--- config.mk ---
export PLATFORM = sky130hd
export DESIGN_NAME = mem_arbiter
export DESIGN_NICKNAME = d
export VERILOG_FILES = /design/src/rtl/mem_arbiter.sv
export SDC_FILE = /design/constraint.sdc
export NUM_CORES = 1
export LEC_CHECK = 0
export BUFFER_PORTS_ARGS = -buffer_cell sky130_fd_sc_hd__buf_4
export CAP_MARGIN = 40
export CORE_MARGIN = 2
export CORE_UTILIZATION = 33
export CTS_CLUSTER_SIZE = 28
export DETAILED_ROUTE_END_ITERATION = 7
export PLACE_DENSITY = 0.67
export SLEW_MARGIN = 20
export SYNTH_ARGS = -nofsm -noshare
export SYNTH_HDL_FRONTEND = slang
export SYNTH_SLANG_ARGS = --single-unit
--- constraint.sdc ---
create_clock -name clk -period 6.6 [get_ports clk]
set_input_delay 1.98 -clock clk [delete_from_list [all_inputs] [get_ports clk]]
set_output_delay 1.98 -clock clk [all_outputs]
set_load 0.02 [all_outputs]
--- src/rtl/mem_arbiter.sv ---
// Two-port memory arbiter: instruction-fetch (I) and data (D) requesters share one memory port.
// D wins ties until the I side has been starved STARVE_MAX consecutive D grants.
//
// state  | meaning
// IDLE   | no memory transaction outstanding; grants are decided here
// I_BUSY | instruction fetch outstanding on the memory port
// D_BUSY | data load/store outstanding on the memory port
// I_DROP | fetch was flushed; wait for memory to finish and discard the data
module mem_arbiter #(
  parameter int STARVE_MAX = 4,
  parameter int ADR_W      = 32
) (
  input  logic             clk,
  input  logic             reset,
  input  logic             IC_REQ_SI,
  input  logic [ADR_W-1:0] IC_ADR_SI,
  input  logic             IF2DEC_FLUSH_SD,
  output logic             IC_ACK_SA,
  output logic [31:0]      IC_DATA_SA,
  input  logic             DC_REQ_SM,
  input  logic             DC_WE_SM,
  input  logic [ADR_W-1:0] DC_ADR_SM,
  input  logic [31:0]      DC_DATA_SM,
  input  logic [3:0]       DC_BE_SM,
  output logic             DC_ACK_SA,
  output logic [31:0]      DC_DATA_SA,
  output logic             MEM_REQ_SA,
  output logic             MEM_WE_SA,
  output logic [ADR_W-1:0] MEM_ADR_SA,
  output logic [31:0]      MEM_DATA_SA,
  output logic [3:0]       MEM_BE_SA,
  input  logic             MEM_ACK_SX,
  input  logic [31:0]      MEM_DATA_SX,
  output logic             ARB_BUSY_SA
);

  localparam int CNT_W = $clog2(STARVE_MAX + 1);

  typedef enum logic [1:0] {IDLE, I_BUSY, D_BUSY, I_DROP} state_t;

  state_t           state, state_nxt;
  logic [CNT_W-1:0] starve_cnt;
  logic             armed;
  logic             grant_i, grant_d;
  logic             starved;

  assign starved     = (starve_cnt >= CNT_W'(STARVE_MAX));
  assign ARB_BUSY_SA = (state != IDLE);

  always_ff @(posedge clk or posedge reset) begin
    if (reset) state <= IDLE;
    else       state <= state_nxt;
  end

  // armed holds off granting on the first edge after reset release
  always_comb begin
    state_nxt = state;
    grant_i   = 1'b0;
    grant_d   = 1'b0;
    case (state)
      IDLE: begin
        if (armed) begin
          if (DC_REQ_SM && (!IC_REQ_SI || !starved)) grant_d = 1'b1;
          else if (IC_REQ_SI && !IF2DEC_FLUSH_SD)   grant_i = 1'b1;
        end
        if (grant_d)      state_nxt = D_BUSY;
        else if (grant_i) state_nxt = I_BUSY;
      end
      I_BUSY: begin
        if (MEM_ACK_SX)           state_nxt = IDLE;
        else if (IF2DEC_FLUSH_SD) state_nxt = I_DROP;
      end
      D_BUSY:  if (MEM_ACK_SX) state_nxt = IDLE;
      I_DROP:  if (MEM_ACK_SX) state_nxt = IDLE;
      default: state_nxt = IDLE;
    endcase
  end

  always_ff @(posedge clk or posedge reset) begin
    if (reset) begin
      armed       <= 1'b0;
      starve_cnt  <= '0;
      MEM_REQ_SA  <= 1'b0;
      MEM_WE_SA   <= 1'b0;
      MEM_ADR_SA  <= '0;
      MEM_DATA_SA <= '0;
      MEM_BE_SA   <= '0;
      IC_ACK_SA   <= 1'b0;
      IC_DATA_SA  <= '0;
      DC_ACK_SA   <= 1'b0;
      DC_DATA_SA  <= '0;
    end else begin
      armed      <= 1'b1;
      MEM_REQ_SA <= (state_nxt != IDLE);

      if (!IC_REQ_SI || grant_i)   starve_cnt <= '0;
      else if (grant_d && !starved) starve_cnt <= starve_cnt + CNT_W'(1);

      if (grant_d) begin
        MEM_WE_SA   <= DC_WE_SM;
        MEM_ADR_SA  <= DC_ADR_SM;
        MEM_DATA_SA <= DC_DATA_SM;
        MEM_BE_SA   <= DC_BE_SM;
      end else if (grant_i) begin
        MEM_WE_SA   <= 1'b0;
        MEM_ADR_SA  <= IC_ADR_SI;
        MEM_DATA_SA <= '0;
        MEM_BE_SA   <= 4'hF;
      end

      // a flush in the completion cycle swallows the fetch response
      IC_ACK_SA <= (state == I_BUSY) && MEM_ACK_SX && !IF2DEC_FLUSH_SD;
      DC_ACK_SA <= (state == D_BUSY) && MEM_ACK_SX;
      if ((state == I_BUSY) && MEM_ACK_SX && !IF2DEC_FLUSH_SD) IC_DATA_SA <= MEM_DATA_SX;
      if ((state == D_BUSY) && MEM_ACK_SX)                     DC_DATA_SA <= MEM_DATA_SX;
    end
  end

endmodule

==> summary.md, run 1 <==
| Metric | Value |
|---|---|
| Run status | complete, no violations |
| Detailed placer's ending HPWL | 11,920 µm |
| Sequential element share of the synthesized area | 61.34% |
| Leading post-synthesis cells by cell area | sky130_fd_sc_hd__dfrtp_1 (61%), sky130_fd_sc_hd__mux2_2 (10%), sky130_fd_sc_hd__a22o_1 (5.0%) |
| Netlist area before placement | 5793 µm² |
| Weighted congestion reported at the end of routability-driven placement | 0.7921 |
| Actual transition at the worst max-transition pin | 790.9 ps |
| Setup fix buffers added after clock tree synthesis | 0 |
| Setup TNS Final | 0 ps |
| Depth of the CTS H-tree | 4 |
| Final Max Slew Viols | 0 |
| Synth top area share | 61.34% |
| Final wirelength | 16,870 µm |
| Synthesized Nets | 588 |
| DRC violations left | 0 |
| Number of unique standard cell types used by synthesis | 35 |
| Post-synth top flop | sky130_fd_sc_hd__dfrtp_1 |
| Share of post-route cells with drive strength above 1 | 52.70% |
| Number of DRC markers in iteration 0 | 256 |
| Chip height | 136.5 µm |
| Inserted Clock Buffers | 17 |
| Final standard cell count with taps included and fillers excluded | 948 |
| Arr. time, crit path | 1300 ps |
| Clock latency reported for the late side of the worst-skew pair | 420 ps |
| Static Leak | 4.054 nW |
| Crit path launch type | register |
| Maximum number of pins on one net before global-route repair | 89 |
| Share of the clock period used by the worst path | 49.74% |
| Horizontal die dimension | 136.5 µm |
| Fraction of met2 tracks used by global routing | 30.39% |
| Critical path, cell by cell | nor2_1 > inv_1 > buf_4 |
| Average cell area after synthesis | 12.96 µm² |
| Clock tree from TritonCTS | built |
| Worst Hold Margin | 484.4 ps |
| Final period demand of the worst path | 3283 ps |
| Number of diodes | 0 |
| Maximum number of buffers from clock root to sink | 2 |
| Hold-fix buffers at CTS | 0 |
| GRT busiest layer | met2 |
| Core region area | 17,240 µm² |
| Average routed wire per standard cell | 17.80 µm |
| Vias after detailed routing | 4,805 |
| Area Growth Syn to Fin | 48.70% |
| Critical Path End Type | output pin |
| Endpoint required time on the critical path | 4620 ps |
| Final worst clock skew | 13.15 ps |
| Initial antenna violation count | 0 |
| Combined global-route utilization of all metal layers | 17.85% |
| Number of gates resized after cts | 0 |
| Overall Power | 3.327 mW |
| Flop and latch count out of synthesis | 142 |
| Dominant cell type by area after synthesis | sky130_fd_sc_hd__dfrtp_1 |
| EDFF count, synth | 0 |
| Post-detailed-route count of antenna-violating nets | 0 |
| Max Freq | 304.6 MHz |
| CTS clock-pin slew for the worst setup and hold paths | 60 ps |
| Cell with the largest stage delay on the worst path | sky130_fd_sc_hd__dfrtp_1 |
| Remaining global-route overflow | 0 |
| Number of global-route vias before repair | 4,958 |
| Ratio of routed vias to standard cells | 5.069 |
| Number of hold-slack violations in the final timing report | 0 |
| Crit-path leading delay family | flip-flops |
| First-pass GRT wire length | 25,590 µm |
| Number of max-cap violations | 0 |
| Met3 track demand over resource in global routing | 6.407% |
| Top fanout value on the critical path | 6 |
| Max-slew headroom at the worst pin | 47.15% |
| Die area | 18,630 µm² |
| Met1 track demand over resource in global routing | 20.64% |
| Placed Cells | 916 |
| Pwr Density | 386.2 nW/µm² |
| Critical Path Max Stage Delay | 480 ps |
| Initial core utilization | 33.61% |
| Port Buffer Count | 275 |
| Worst hold-check path type | register to register |
| NumNets Final | 852 |
| CP bufs+invs | 2 |
| Share of flip-flops with an asynchronous set or reset | 100.0% |
| Worst supply voltage drop on vdd | 200.2 µV |
| Layout filler cell count | 1,534 |
| Number of iterations in the first detailed-routing pass | 5 |
| Clock Sinks | 142 |
| Critical Setup Path Class | register to output pin |
| Number of rows created at floorplan | 48 |
| Setup repair after global routing missed its margin | no |
| Synthesized instance count | 447 |
| Syn. warnings | 0 |
| Most common library cells after synthesis | sky130_fd_sc_hd__dfrtp_1 (142), sky130_fd_sc_hd__mux2_2 (53), sky130_fd_sc_hd__o21ai_0 (35) |
| Count leader, synth | sky130_fd_sc_hd__dfrtp_1 |
| Count of final setup violators | 0 |
| Clk root buf | sky130_fd_sc_hd__clkbuf_16 |
| Number of ports placed on the die boundary | 276 |
==> cell type report <==
class | instances | area, µm² | share of cell area [%]
Sequential cell | 142 | 3553 | 41.25
Timing Repair Buffer | 284 | 2180 | 25.30
Multi-Input combinational cell | 260 | 1988 | 23.08
Clock buffer | 17 | 425.4 | 4.938
Tap cell | 225 | 281.5 | 3.268
Clock inverter | 14 | 158.9 | 1.845
Inverter | 6 | 27.53 | 0.3195
==> layer usage <==
metal	share of wire, %	vias up
met2	51	261
met4	1.8	0
met3	11	21
met1	37	2347
li1	-	2176
met5	0	-
==> power by group <==
part | internal (mW) | switching, mW
Combinational | 0.528 | 0.598
Sequential | 1.11 | 0.136
Clock | 0.561 | 0.391
==> path summary, 6_finish.rpt <==
kind / slack [ps] / end / startpoint / cells after the start
worst min register to register: 480 / IC_DATA_SA[16] / IC_DATA_SA[16] / 1
worst max register to register: 4190 / MEM_DATA_SA[27] / state[1] / 4
min in group asynchronous: 1530 / DC_DATA_SA[14] / reset / 2
worst min-delay path: 480 / IC_DATA_SA[16] / IC_DATA_SA[16] / 1
worst max-delay path: 3320 / ARB_BUSY_SA / state[1] / 3
max in group asynchronous: 3710 / MEM_ADR_SA[30] / reset / 4
==> cell families (layout without fill, tap and decap cells) <==
| kind of cell | count (synthesis) | in the layout | share of synthesized area [%] |
|---|---|---|---|
| mux | 64 | 64 | 12.44 |
| other cells | 1 | 1 | 0.06473 |
| fa+ha+maj | 2 | 2 | 0.4319 |
| simple gates | 78 | 78 | 7.538 |
| buf+inv | 45 | 321 | 4.579 |
| compound gates | 115 | 115 | 13.61 |
| flops | 142 | 142 | 61.34 |
==> worst register-to-register path: stages, from the launching register on <==
cell and delay [ps]:
sky130_fd_sc_hd__dfrtp_1 480, sky130_fd_sc_hd__or3b_2 500, sky130_fd_sc_hd__buf_4 330, sky130_fd_sc_hd__nor2_4 740
sky130_fd_sc_hd__a22o_1 290
==> flip-flops by register name, indices dropped and copies added, names as in the netlist <==
signal,flops
MEM_BE_SA,4
starve_cnt,3
DC_ACK_SA,1
MEM_ADR_SA,32
DC_DATA_SA,32
armed,1
IC_ACK_SA,1
MEM_WE_SA,1
state,2
IC_DATA_SA,32
MEM_REQ_SA,1
MEM_DATA_SA,32
==> through the flow <==
step / area, µm² / util (%) / worst slack [ps]
floorplan: 5793 / - / 810.4
global placement: 7958 / 46.17 / 2602
detailed placement: 8003 / 46.43 / 2917
CTS: 8587 / 49.82 / 3288
global route: 8615 / 49.98 / 3221
finish: 8615 / 49.98 / 3317
==> layout by cell type, fill, tap and decap left out, types with 2 or more instances in the layout <==
| cell type | n |
|---|---|
| sky130_fd_sc_hd__a31oi_1 | 33 |
| sky130_fd_sc_hd__dfrtp_1 | 142 |
| sky130_fd_sc_hd__bufinv_16 | 2 |
| sky130_fd_sc_hd__a22o_1 | 33 |
| sky130_fd_sc_hd__nor3_1 | 32 |
| sky130_fd_sc_hd__inv_1 | 4 |
| sky130_fd_sc_hd__nand3_1 | 32 |
| sky130_fd_sc_hd__clkbuf_16 | 17 |
| sky130_fd_sc_hd__a21oi_1 | 3 |
| sky130_fd_sc_hd__nand2b_1 | 2 |
| sky130_fd_sc_hd__clkinv_4 | 4 |
| sky130_fd_sc_hd__inv_6 | 6 |
| sky130_fd_sc_hd__mux2_2 | 53 |
| sky130_fd_sc_hd__ha_1 | 2 |
| sky130_fd_sc_hd__nor2_1 | 2 |
| sky130_fd_sc_hd__o22a_1 | 4 |
| sky130_fd_sc_hd__clkinvlp_4 | 2 |
| sky130_fd_sc_hd__buf_4 | 281 |
| sky130_fd_sc_hd__o21ai_0 | 35 |
| sky130_fd_sc_hd__mux2_1 | 11 |
| sky130_fd_sc_hd__buf_16 | 2 |
No activity file was read; power rests on OpenSTA's default activity.
==> run 2, diff against run 1 <==
--- a/config.mk
+++ b/config.mk
@@ -11,7 +11,7 @@
 export CORE_UTILIZATION = 33
 export CTS_CLUSTER_SIZE = 28
 export DETAILED_ROUTE_END_ITERATION = 7
-export PLACE_DENSITY = 0.67
+export PLACE_DENSITY = 0.7
 export SLEW_MARGIN = 20
 export SYNTH_ARGS = -nofsm -noshare
 export SYNTH_HDL_FRONTEND = slang
==> constraint.sdc (replaced) <==
create_clock -name clk -period 2.8 [get_ports clk]
set_input_delay 0.84 -clock clk [delete_from_list [all_inputs] [get_ports clk]]
set_output_delay 0.84 -clock clk [all_outputs]
set_load 0.02 [all_outputs]
==> summary.md, run 2 (same netlist as run 1, synthesis figures left out) <==
| Metric | Value |
|---|---|
| Run status | complete, no violations |
| Total number of cells along the worst setup path | 3 |
| Clock Sinks | 142 |
| Average routed wire per standard cell | 17.04 µm |
| First-pass GRT wire length | 24,910 µm |
| Die area | 18,630 µm² |
| Setup fix buffers added after clock tree synthesis | 0 |
| Clock tree from TritonCTS | built |
| Total placed instance area | 8107 µm² |
| Worst supply voltage drop on vdd | 517.0 µV |
| DRC violations left | 0 |
| Crit-path leading delay family | flip-flops |
| Final wirelength | 16,290 µm |
| Share of post-route cells with drive strength above 1 | 53.08% |
| Overall Power | 7.944 mW |
| CTS clock-pin slew for the worst setup and hold paths | 60 ps |
| Number of ports placed on the die boundary | 276 |
| Share of the clock period used by the worst path | 76.35% |
| Design area | 8727 µm² |
| Number of iterations in the first detailed-routing pass | 4 |
| Setup repair after global routing missed its margin | no |
| Initial core utilization | 33.61% |
| Cell with the largest stage delay on the worst path | sky130_fd_sc_hd__dfrtp_1 |
| Top fanout value on the critical path | 6 |
| Cells on Worst Hold Path | 1 |
| Worst hold-check path type | register to register |
| Static Leak | 4.115 nW |
| Chip height | 136.5 µm |
| Max Freq | 467.8 MHz |
| Core region area | 17,240 µm² |
| Combined global-route utilization of all metal layers | 17.12% |
| Initial antenna violation count | 0 |
| Hold-fix buffers at CTS | 0 |
| Number of max-cap violations | 0 |
| Final period demand of the worst path | 2138 ps |
| Remaining global-route overflow | 0 |
| Number of diodes | 0 |
| NumNets Final | 859 |
| Pwr Density | 910.3 nW/µm² |
| Maximum number of buffers from clock root to sink | 2 |
| Endpoint required time on the critical path | 1960 ps |
| Area taken by flip-flops and latches | 3553 µm² |
| Depth of the CTS H-tree | 4 |
| Number of DRC markers in iteration 0 | 239 |
| Actual transition at the worst max-transition pin | 653.8 ps |
| Weighted congestion reported at the end of routability-driven placement | 0.7805 |
| Count of final setup violators | 0 |
| Detailed placer's ending HPWL | 11,470 µm |
| Number of rows created at floorplan | 48 |
| Most frequent standard cell in the layout excluding fill and tap cells | sky130_fd_sc_hd__buf_4 |
| Maximum number of pins on one net before global-route repair | 77 |
| Critical path, cell by cell | nor2_1 > inv_1 > buf_4 |
| Critical Path End Type | output pin |
| Number of gates resized after cts | 0 |
| Post-detailed-route count of antenna-violating nets | 0 |
| Final Max Slew Viols | 0 |
| Arr. time, crit path | 1300 ps |
| Final worst clock skew | 10.21 ps |
| Setup TNS Final | 0 ps |
| Number of hold-slack violations in the final timing report | 0 |
| Port Buffer Count | 275 |
| Clock latency reported for the late side of the worst-skew pair | 410 ps |
| Area Growth Syn to Fin | 50.65% |
| Number of global-route vias before repair | 4,798 |
| Combined area of the multi-input logic cells | 1986 µm² |
| Ratio of routed vias to standard cells | 4.970 |
| CP bufs+invs | 2 |
| Cell count of the worst reg-to-reg path | 4 |
| Layout filler cell count | 1,536 |
| Vias after detailed routing | 4,751 |
| Max-slew headroom at the worst pin | 56.41% |
| Most frequent cells in the layout | sky130_fd_sc_hd__buf_4 (285), sky130_fd_sc_hd__dfrtp_1 (142), sky130_fd_sc_hd__mux2_2 (53), sky130_fd_sc_hd__o21ai_0 (35) |
| Clk root buf | sky130_fd_sc_hd__clkbuf_16 |
| Crit path launch type | register |
| Horizontal die dimension | 136.5 µm |
| Inserted Clock Buffers | 17 |
| Critical Path Max Stage Delay | 480 ps |
| Critical Setup Path Class | register to output pin |
==> run 2: cell types whose count changed in the layout (fill, tap and decap cells not counted), sizes merged <==
cell / delta
inv: -2
bufinv: +1
clkinv: +2
buf: +7
clkinvlp: -1
clkbuf: +1
==> run 2: layout make-up <==
cell class	instances	area share, %
multi-input cells	260	22.75
well taps	225	3.226
clock inverters	14	2.079
clock buffers	18	5.032
inverters	6	0.3011
flip-flops and latches	142	40.72
repair buffers	291	25.89
==> run 2: final timing paths <==
path / from / to / slack [ps]
min in group asynchronous: reset / IC_DATA_SA[16] / 540
max reg2reg: state[1] / MEM_DATA_SA[24] / 690
max: state[1] / ARB_BUSY_SA / 660
max in group asynchronous: reset / state[0] / 1870
min: IC_DATA_SA[14] / IC_DATA_SA[14] / 490
min reg2reg: IC_DATA_SA[14] / IC_DATA_SA[14] / 490
==> run 2: routing by layer <==
layer  global-route usage (%)  vias up  share of wire [%]
li1                         -     2200                  -
met3                    6.333       18                9.6
met1                    21.53     2303                 42
met2                    27.17      230                 47
met4                    5.903        0                1.3
met5                        0        -                  0
==> run 2: worst register-to-register path: stages (launching register included) <==
cell and delay, ps:
sky130_fd_sc_hd__dfrtp_1 480, sky130_fd_sc_hd__or3b_2 800, sky130_fd_sc_hd__nor2_4 180, sky130_fd_sc_hd__buf_4 350, sky130_fd_sc_hd__a22o_1 230
==> run 2: power by group <==
group          total, mW  switching (mW)  internal [mW]
combinational       2.65            1.39           1.26
clock               2.36           0.919           1.44
sequential          2.94           0.314           2.62
==> run 2: stage by stage <==
stage | setup WS (ps) | util [%] | hold WS [ps] | instances
floorplan | 182.9 | - | 525.6 | 447
global placement | 611.0 | 47.03 | 470.2 | 924
detailed placement | 542.1 | 47.03 | 480.4 | 924
CTS | 622.5 | 50.63 | 496.6 | 956
global route | 565.2 | 50.63 | 513.6 | 956
finish | 662.1 | 50.63 | 489.6 | 956
